--- config.mk ---
export PLATFORM = sky130hd
export DESIGN_NAME = controle_io_flat
export DESIGN_NICKNAME = d
export VERILOG_FILES = /design/src/rtl/controle_io_if.sv /design/src/rtl/controle_io.sv /design/src/flat_wrapper.sv
export SDC_FILE = /design/constraint.sdc
export NUM_CORES = 1
export LEC_CHECK = 0
export BUFFER_PORTS_ARGS = -buffer_cell sky130_fd_sc_hd__clkbuf_2
export CAP_MARGIN = 10
export CORE_MARGIN = 3
export CORE_UTILIZATION = 47
export CTS_BUF_LIST = sky130_fd_sc_hd__clkbuf_4
export DETAILED_ROUTE_END_ITERATION = 8
export PLACE_DENSITY = 0.68
export SLEW_MARGIN = 20
export SYNTH_ARGS = -nofsm -noshare
export SYNTH_HDL_FRONTEND = slang
export SYNTH_SLANG_ARGS = --single-unit
--- constraint.sdc ---
create_clock -name clock -period 1.96 [get_ports clock]
set_input_delay 0.294 -clock clock [delete_from_list [all_inputs] [get_ports clock]]
set_output_delay 0.294 -clock clock [all_outputs]
set_load 0.03 [all_outputs]
--- src/rtl/controle_io_if.sv ---
`default_nettype none
// ============================================================================
// Module   : controle_io_if
// Purpose  : Request/response bundle between the control unit, the operator
//            I/O (button and switches) and the I/O sequencer.
// Revision : 1.0
// ============================================================================
interface controle_io_if #(
    parameter int IN_WIDTH = 14
);
    logic                in_req;
    logic                out_req;
    logic                halt_req;
    logic                botao;
    logic [7:0]          switches;
    logic                stall;
    logic                in_valido;
    logic                out_strobe;
    logic [IN_WIDTH-1:0] dado_in;
    logic                halted;
    logic [1:0]          estado;

    modport master (
        output in_req, out_req, halt_req, botao, switches,
        input  stall, in_valido, out_strobe, dado_in, halted, estado
    );

    modport slave (
        input  in_req, out_req, halt_req, botao, switches,
        output stall, in_valido, out_strobe, dado_in, halted, estado
    );
endinterface
`default_nettype wire

--- src/rtl/controle_io.sv ---
`default_nettype none
// ============================================================================
// Module   : controle_io
// Purpose  : Sequences IN/OUT/HALT instructions: stalls the core until the
//            operator confirms with a debounced button, strobes the display.
// Revision : 1.0
// ============================================================================
module controle_io #(
    parameter int DEBOUNCE_CYCLES = 250000,
    parameter bit PAUSE_ON_OUT    = 1'b0,
    parameter int IN_WIDTH        = 14
) (
    input  wire logic     clock,
    input  wire logic     reset,
    controle_io_if.slave  io
);

    localparam int             c_cnt_w   = $clog2(DEBOUNCE_CYCLES) + 1;
    localparam logic [c_cnt_w-1:0] c_cnt_max = c_cnt_w'(DEBOUNCE_CYCLES - 1);

    localparam logic [1:0] c_st_exec   = 2'd0;
    localparam logic [1:0] c_st_espera = 2'd1;
    localparam logic [1:0] c_st_libera = 2'd2;
    localparam logic [1:0] c_st_parado = 2'd3;

    logic               r_botao_m;
    logic               r_botao_s;
    logic [7:0]         r_sw_m;
    logic [7:0]         r_sw_s;
    logic [c_cnt_w-1:0] r_cnt;
    logic               r_btn_db;
    logic               r_btn_db_q;
    logic               w_btn_press;

    logic [1:0]          r_state;
    logic [1:0]          w_state_nxt;
    logic                r_tipo_in;
    logic                w_tipo_nxt;
    logic [IN_WIDTH-1:0] r_dado;
    logic [IN_WIDTH-1:0] w_dado_nxt;
    logic                w_stall;
    logic                w_in_valido;
    logic                w_out_strobe;

    // Synchronizers and debouncer: a level change is accepted only after it
    // has been seen on every one of DEBOUNCE_CYCLES consecutive cycles.
    always_ff @(posedge clock) begin
        if (reset) begin
            r_botao_m  <= 1'b0;
            r_botao_s  <= 1'b0;
            r_sw_m     <= '0;
            r_sw_s     <= '0;
            r_cnt      <= '0;
            r_btn_db   <= 1'b0;
            r_btn_db_q <= 1'b0;
        end else begin
            r_botao_m  <= io.botao;
            r_botao_s  <= r_botao_m;
            r_sw_m     <= io.switches;
            r_sw_s     <= r_sw_m;
            r_btn_db_q <= r_btn_db;
            if (r_botao_s == r_btn_db) begin
                r_cnt <= '0;
            end else if (r_cnt == c_cnt_max) begin
                r_btn_db <= r_botao_s;
                r_cnt    <= '0;
            end else begin
                r_cnt <= r_cnt + c_cnt_w'(1);
            end
        end
    end

    assign w_btn_press = r_btn_db & ~r_btn_db_q;

    always_ff @(posedge clock) begin
        if (reset) begin
            r_state   <= c_st_exec;
            r_tipo_in <= 1'b0;
            r_dado    <= '0;
        end else begin
            r_state   <= w_state_nxt;
            r_tipo_in <= w_tipo_nxt;
            r_dado    <= w_dado_nxt;
        end
    end

    always_comb begin
        w_state_nxt  = r_state;
        w_tipo_nxt   = r_tipo_in;
        w_dado_nxt   = r_dado;
        w_stall      = 1'b0;
        w_in_valido  = 1'b0;
        w_out_strobe = 1'b0;
        case (r_state)
            c_st_exec: begin
                // Decode outputs are Mealy so the request cycle itself is held.
                if (io.halt_req) begin
                    w_stall     = 1'b1;
                    w_state_nxt = c_st_parado;
                end else if (io.in_req) begin
                    w_stall     = 1'b1;
                    w_tipo_nxt  = 1'b1;
                    w_state_nxt = c_st_espera;
                end else if (io.out_req) begin
                    w_out_strobe = 1'b1;
                    if (PAUSE_ON_OUT) begin
                        w_stall     = 1'b1;
                        w_tipo_nxt  = 1'b0;
                        w_state_nxt = c_st_espera;
                    end
                end
            end
            c_st_espera: begin
                w_stall = 1'b1;
                if (w_btn_press) begin
                    if (r_tipo_in) begin
                        w_dado_nxt = IN_WIDTH'(r_sw_s);
                    end
                    w_state_nxt = c_st_libera;
                end
            end
            c_st_libera: begin
                // Exactly one released instruction, regardless of in_req.
                w_in_valido = r_tipo_in;
                w_state_nxt = c_st_exec;
            end
            c_st_parado: begin
                w_stall = 1'b1;
            end
            default: begin
                w_state_nxt = c_st_exec;
            end
        endcase
    end

    assign io.stall      = w_stall;
    assign io.in_valido  = w_in_valido;
    assign io.out_strobe = w_out_strobe;
    assign io.dado_in    = r_dado;
    assign io.halted     = (r_state == c_st_parado);
    assign io.estado     = r_state;

endmodule
`default_nettype wire
--- src/flat_wrapper.sv ---
// flat-port wrapper written by rule: the top's interface ports become plain ports
module controle_io_flat 
#(
    parameter int DEBOUNCE_CYCLES = 250000,
    parameter bit PAUSE_ON_OUT    = 1'b0,
    parameter int IN_WIDTH        = 14
)
  (clock, reset, io_in_req, io_out_req, io_halt_req, io_botao, io_switches, io_stall, io_in_valido, io_out_strobe, io_dado_in, io_halted, io_estado);
  controle_io_if #(.IN_WIDTH(IN_WIDTH)) io_i ();
  input  wire logic clock;
  input  wire logic reset;
  input wire logic [$bits(io_i.in_req)-1:0] io_in_req;
  input wire logic [$bits(io_i.out_req)-1:0] io_out_req;
  input wire logic [$bits(io_i.halt_req)-1:0] io_halt_req;
  input wire logic [$bits(io_i.botao)-1:0] io_botao;
  input wire logic [$bits(io_i.switches)-1:0] io_switches;
  output wire logic [$bits(io_i.stall)-1:0] io_stall;
  output wire logic [$bits(io_i.in_valido)-1:0] io_in_valido;
  output wire logic [$bits(io_i.out_strobe)-1:0] io_out_strobe;
  output wire logic [$bits(io_i.dado_in)-1:0] io_dado_in;
  output wire logic [$bits(io_i.halted)-1:0] io_halted;
  output wire logic [$bits(io_i.estado)-1:0] io_estado;
  assign io_i.in_req = io_in_req;
  assign io_i.out_req = io_out_req;
  assign io_i.halt_req = io_halt_req;
  assign io_i.botao = io_botao;
  assign io_i.switches = io_switches;
  assign io_stall = io_i.stall;
  assign io_in_valido = io_i.in_valido;
  assign io_out_strobe = io_i.out_strobe;
  assign io_dado_in = io_i.dado_in;
  assign io_halted = io_i.halted;
  assign io_estado = io_i.estado;
  controle_io #(.DEBOUNCE_CYCLES(DEBOUNCE_CYCLES), .PAUSE_ON_OUT(PAUSE_ON_OUT), .IN_WIDTH(IN_WIDTH)) u_core (.clock(clock), .reset(reset), .io(io_i));
endmodule
==> results.sh <==
export IMPL_clkTransAtPathRegs_ns=0.14
export IMPL_overflow=0
export IMPL_cts_path_max_buffers=2
export IMPL_crit_type="flop to output pin"
export IMPL_post_drt_wl_per_cell_um=10.6
export IMPL_async_flop_share=0
export IMPL_rr_worst_depth=5
export IMPL_ant_nets=0
export IMPL_slew_viol_final=0
export IMPL_hold_viol=0
export IMPL_drt_initial_drc_count=56
export IMPL_ys_warn_count=0
export IMPL_cp_max_fo=6
export IMPL_min_period_ns=1.83
export IMPL_ys_seq_elements=50
export IMPL_fmax_mhz=546
export IMPL_synth_distinct_cells=35
export IMPL_numCtsBuffers=5
export IMPL_htree_levels=2
export IMPL_period_share=0.934
export IMPL_clock_latency_ns=0.36
export IMPL_ys_flop_type="dfxtp_1"
export IMPL_die_area_um2=5010
export IMPL_ys_seq_area_frac=0.507
export IMPL_drt_first_pass_iters=4
export IMPL_finalWirelength_um=3080
export IMPL_setup_viol=0
export IMPL_min_path_cells=2
export IMPL_ir_drop_v=0.000461
export IMPL_syn_inst=212
export IMPL_instances_no_fill=291
export IMPL_antenna_found_initial=0
export IMPL_avgSynthCellArea_um2=9.31
export IMPL_io_pins=34
export IMPL_nFillCells=347
export IMPL_start_util=0.512
export IMPL_drc=0
export IMPL_vias_per_cell=4.81
export IMPL_track_usage=0.137
export IMPL_row_count=22
export IMPL_vias=1401
export IMPL_grt_pass1_vias=1349
export IMPL_die_w_um=70.8
export IMPL_required_ns=1.67
export IMPL_dp_hpwl_um=2230
export IMPL_power_density_nw_per_um2=843
export IMPL_finalNetCount=263
export IMPL_start_kind="flop"
export IMPL_status="finished clean"
export IMPL_maxCapViolations=0
export IMPL_die_y_um=70.8
export IMPL_ctsHoldBuffers=0
export IMPL_grt_pass1_wl_um=5600
export IMPL_ctsRootBufferMaster="clkbuf_4"
export IMPL_drive_gt1_frac=0.210
export IMPL_power_leakage_nw=0.824
export IMPL_antennaDiodeCount=0
export IMPL_dp_cells=284
export IMPL_whs_ns=0.131
export IMPL_min_path_type="input pin to flop"
export IMPL_cts_tree="yes"
export IMPL_crit_chain="inv_1 -> ha_2 -> nor3b_4 -> and2_1 -> clkbuf_4"
export IMPL_crit_arrival_ns=1.54
export IMPL_final_cell_mix="47 x dfxtp_1, 26 x clkbuf_2, 24 x nor2_1, 21 x nor2b_1, 19 x nand2_1"
export IMPL_cts_sinks=50
export IMPL_grt_max_degree=28
export IMPL_endpoint_kind="output pin"
export IMPL_gp_congestion=0.809
export IMPL_synth_edff_count=0
export IMPL_mostFrequentLayoutCell="dfxtp_1"
export IMPL_skew_ns=0.0107
export IMPL_portBuffers=27
export IMPL_critPathMaxStageDelay_ns=0.37
export IMPL_cp_slowest_cell="dfxtp_2"
export IMPL_core_area_um2=3850
export IMPL_area_growth_syn_to_layout_pct=12.5
export IMPL_syn_area_um2=1970
==> metal layers <==
metal,track usage,share of wire
met1,0.172,0.50
met2,0.214,0.42
met3,0.0469,0.054
met4,0.0564,0.018
met5,0,0
==> power breakdown <==
group	leakage, nW	internal [mW]	total, mW	switching, mW
Combinational	0.392	0.133	0.349	0.216
Sequential	0.408	1.06	1.09	0.0305
Clock	0.0233	0.133	0.434	0.302
==> final cells by class <==
class | count | area (um2) | share of cell area
clock buffers | 5 | 37.5 | 0.0169
flip-flops and latches | 50 | 1000 | 0.452
inverters | 7 | 26.3 | 0.0118
repair buffers | 31 | 168 | 0.0755
multi-input cells | 148 | 910 | 0.410
well taps | 48 | 60.1 | 0.0270
clock inverters | 2 | 15.0 | 0.00676
==> through the flow <==
step	setup TNS, ns	util	setup WS, ns	power (mW)	area [um2]
3_3_place_gp	0	0.557	0.192	1.44	2150
4_1_cts	0	0.571	0.00477	1.88	2200
2_1_floorplan	0	-	0.0847	1.37	1990
3_5_place_dp	0	0.557	0.161	1.44	2150
6_report	0	0.576	0.129	1.87	2220
5_1_grt	-0.0256	0.576	-0.0256	1.99	2220
==> repair_timing <==
action                     CTS  global route
buffers inserted             0             0
gates resized for setup      0             9
setup endpoints to repair    0             3
==> flip-flops by register name, summed over array words and instances, names as in the netlist <==
| register | count |
|---|---|
| u_core.io.estado | 2 |
| u_core.io.dado_in | 8 |
| u_core.r_sw_s | 8 |
| u_core.r_sw_m | 8 |
| u_core.r_tipo_in | 1 |
| u_core.r_btn_db_q | 1 |
| u_core.r_botao_s | 1 |
| u_core.r_btn_db | 1 |
| u_core.r_botao_m | 1 |
| u_core.r_cnt | 19 |
==> final timing paths <==
| kind | from | to | slack (ns) |
|---|---|---|---|
| setup / recovery | u_core.io.estado[1] | io_out_strobe | 0.13 |
| hold / removal | io_switches[7] | u_core.r_sw_m[7] | 0.13 |
| setup reg to reg | u_core.r_cnt[1] | u_core.r_cnt[16] | 0.14 |
| hold reg to reg | u_core.r_sw_s[6] | u_core.io.dado_in[6] | 0.45 |
==> cell families after synthesis <==
kind of cell,Yosys count,synth area share
AND/OR/NAND/NOR,98,0.267
flip-flops,50,0.507
AO/OA/AOI/OAI,21,0.0596
buffers and inverters,19,0.0488
XOR/XNOR,15,0.0665
adder cells (fa/ha/maj),6,0.0380
multiplexers,2,0.0108
other,1,0.00190
==> cells in the mapped netlist (3+ instances only) <==
cell,instances,share of area
a211oi_1,3,0.011
a21oi_1,12,0.030
buf_4,6,0.023
clkbuf_1,3,0.0057
dfxtp_1,50,0.51
ha_1,6,0.038
inv_1,7,0.013
nand2_1,19,0.036
nand3_1,7,0.018
nand4_1,3,0.0095
nor2_1,24,0.046
nor2b_1,21,0.067
nor3_1,4,0.010
nor4_1,4,0.013
o21ai_0,4,0.010
or3_1,3,0.0095
xnor2_1,12,0.053
xor2_1,3,0.013
==> critical path, delay by kind of cell, from the launching register on <==
kind	cells	cell delay, ns
DFF	1	0.37
and+or+nand+nor	2	0.35
buffers and inverters	2	0.26
adders and majority gates	1	0.19
Note: power is estimated with default switching activity, not from simulation.
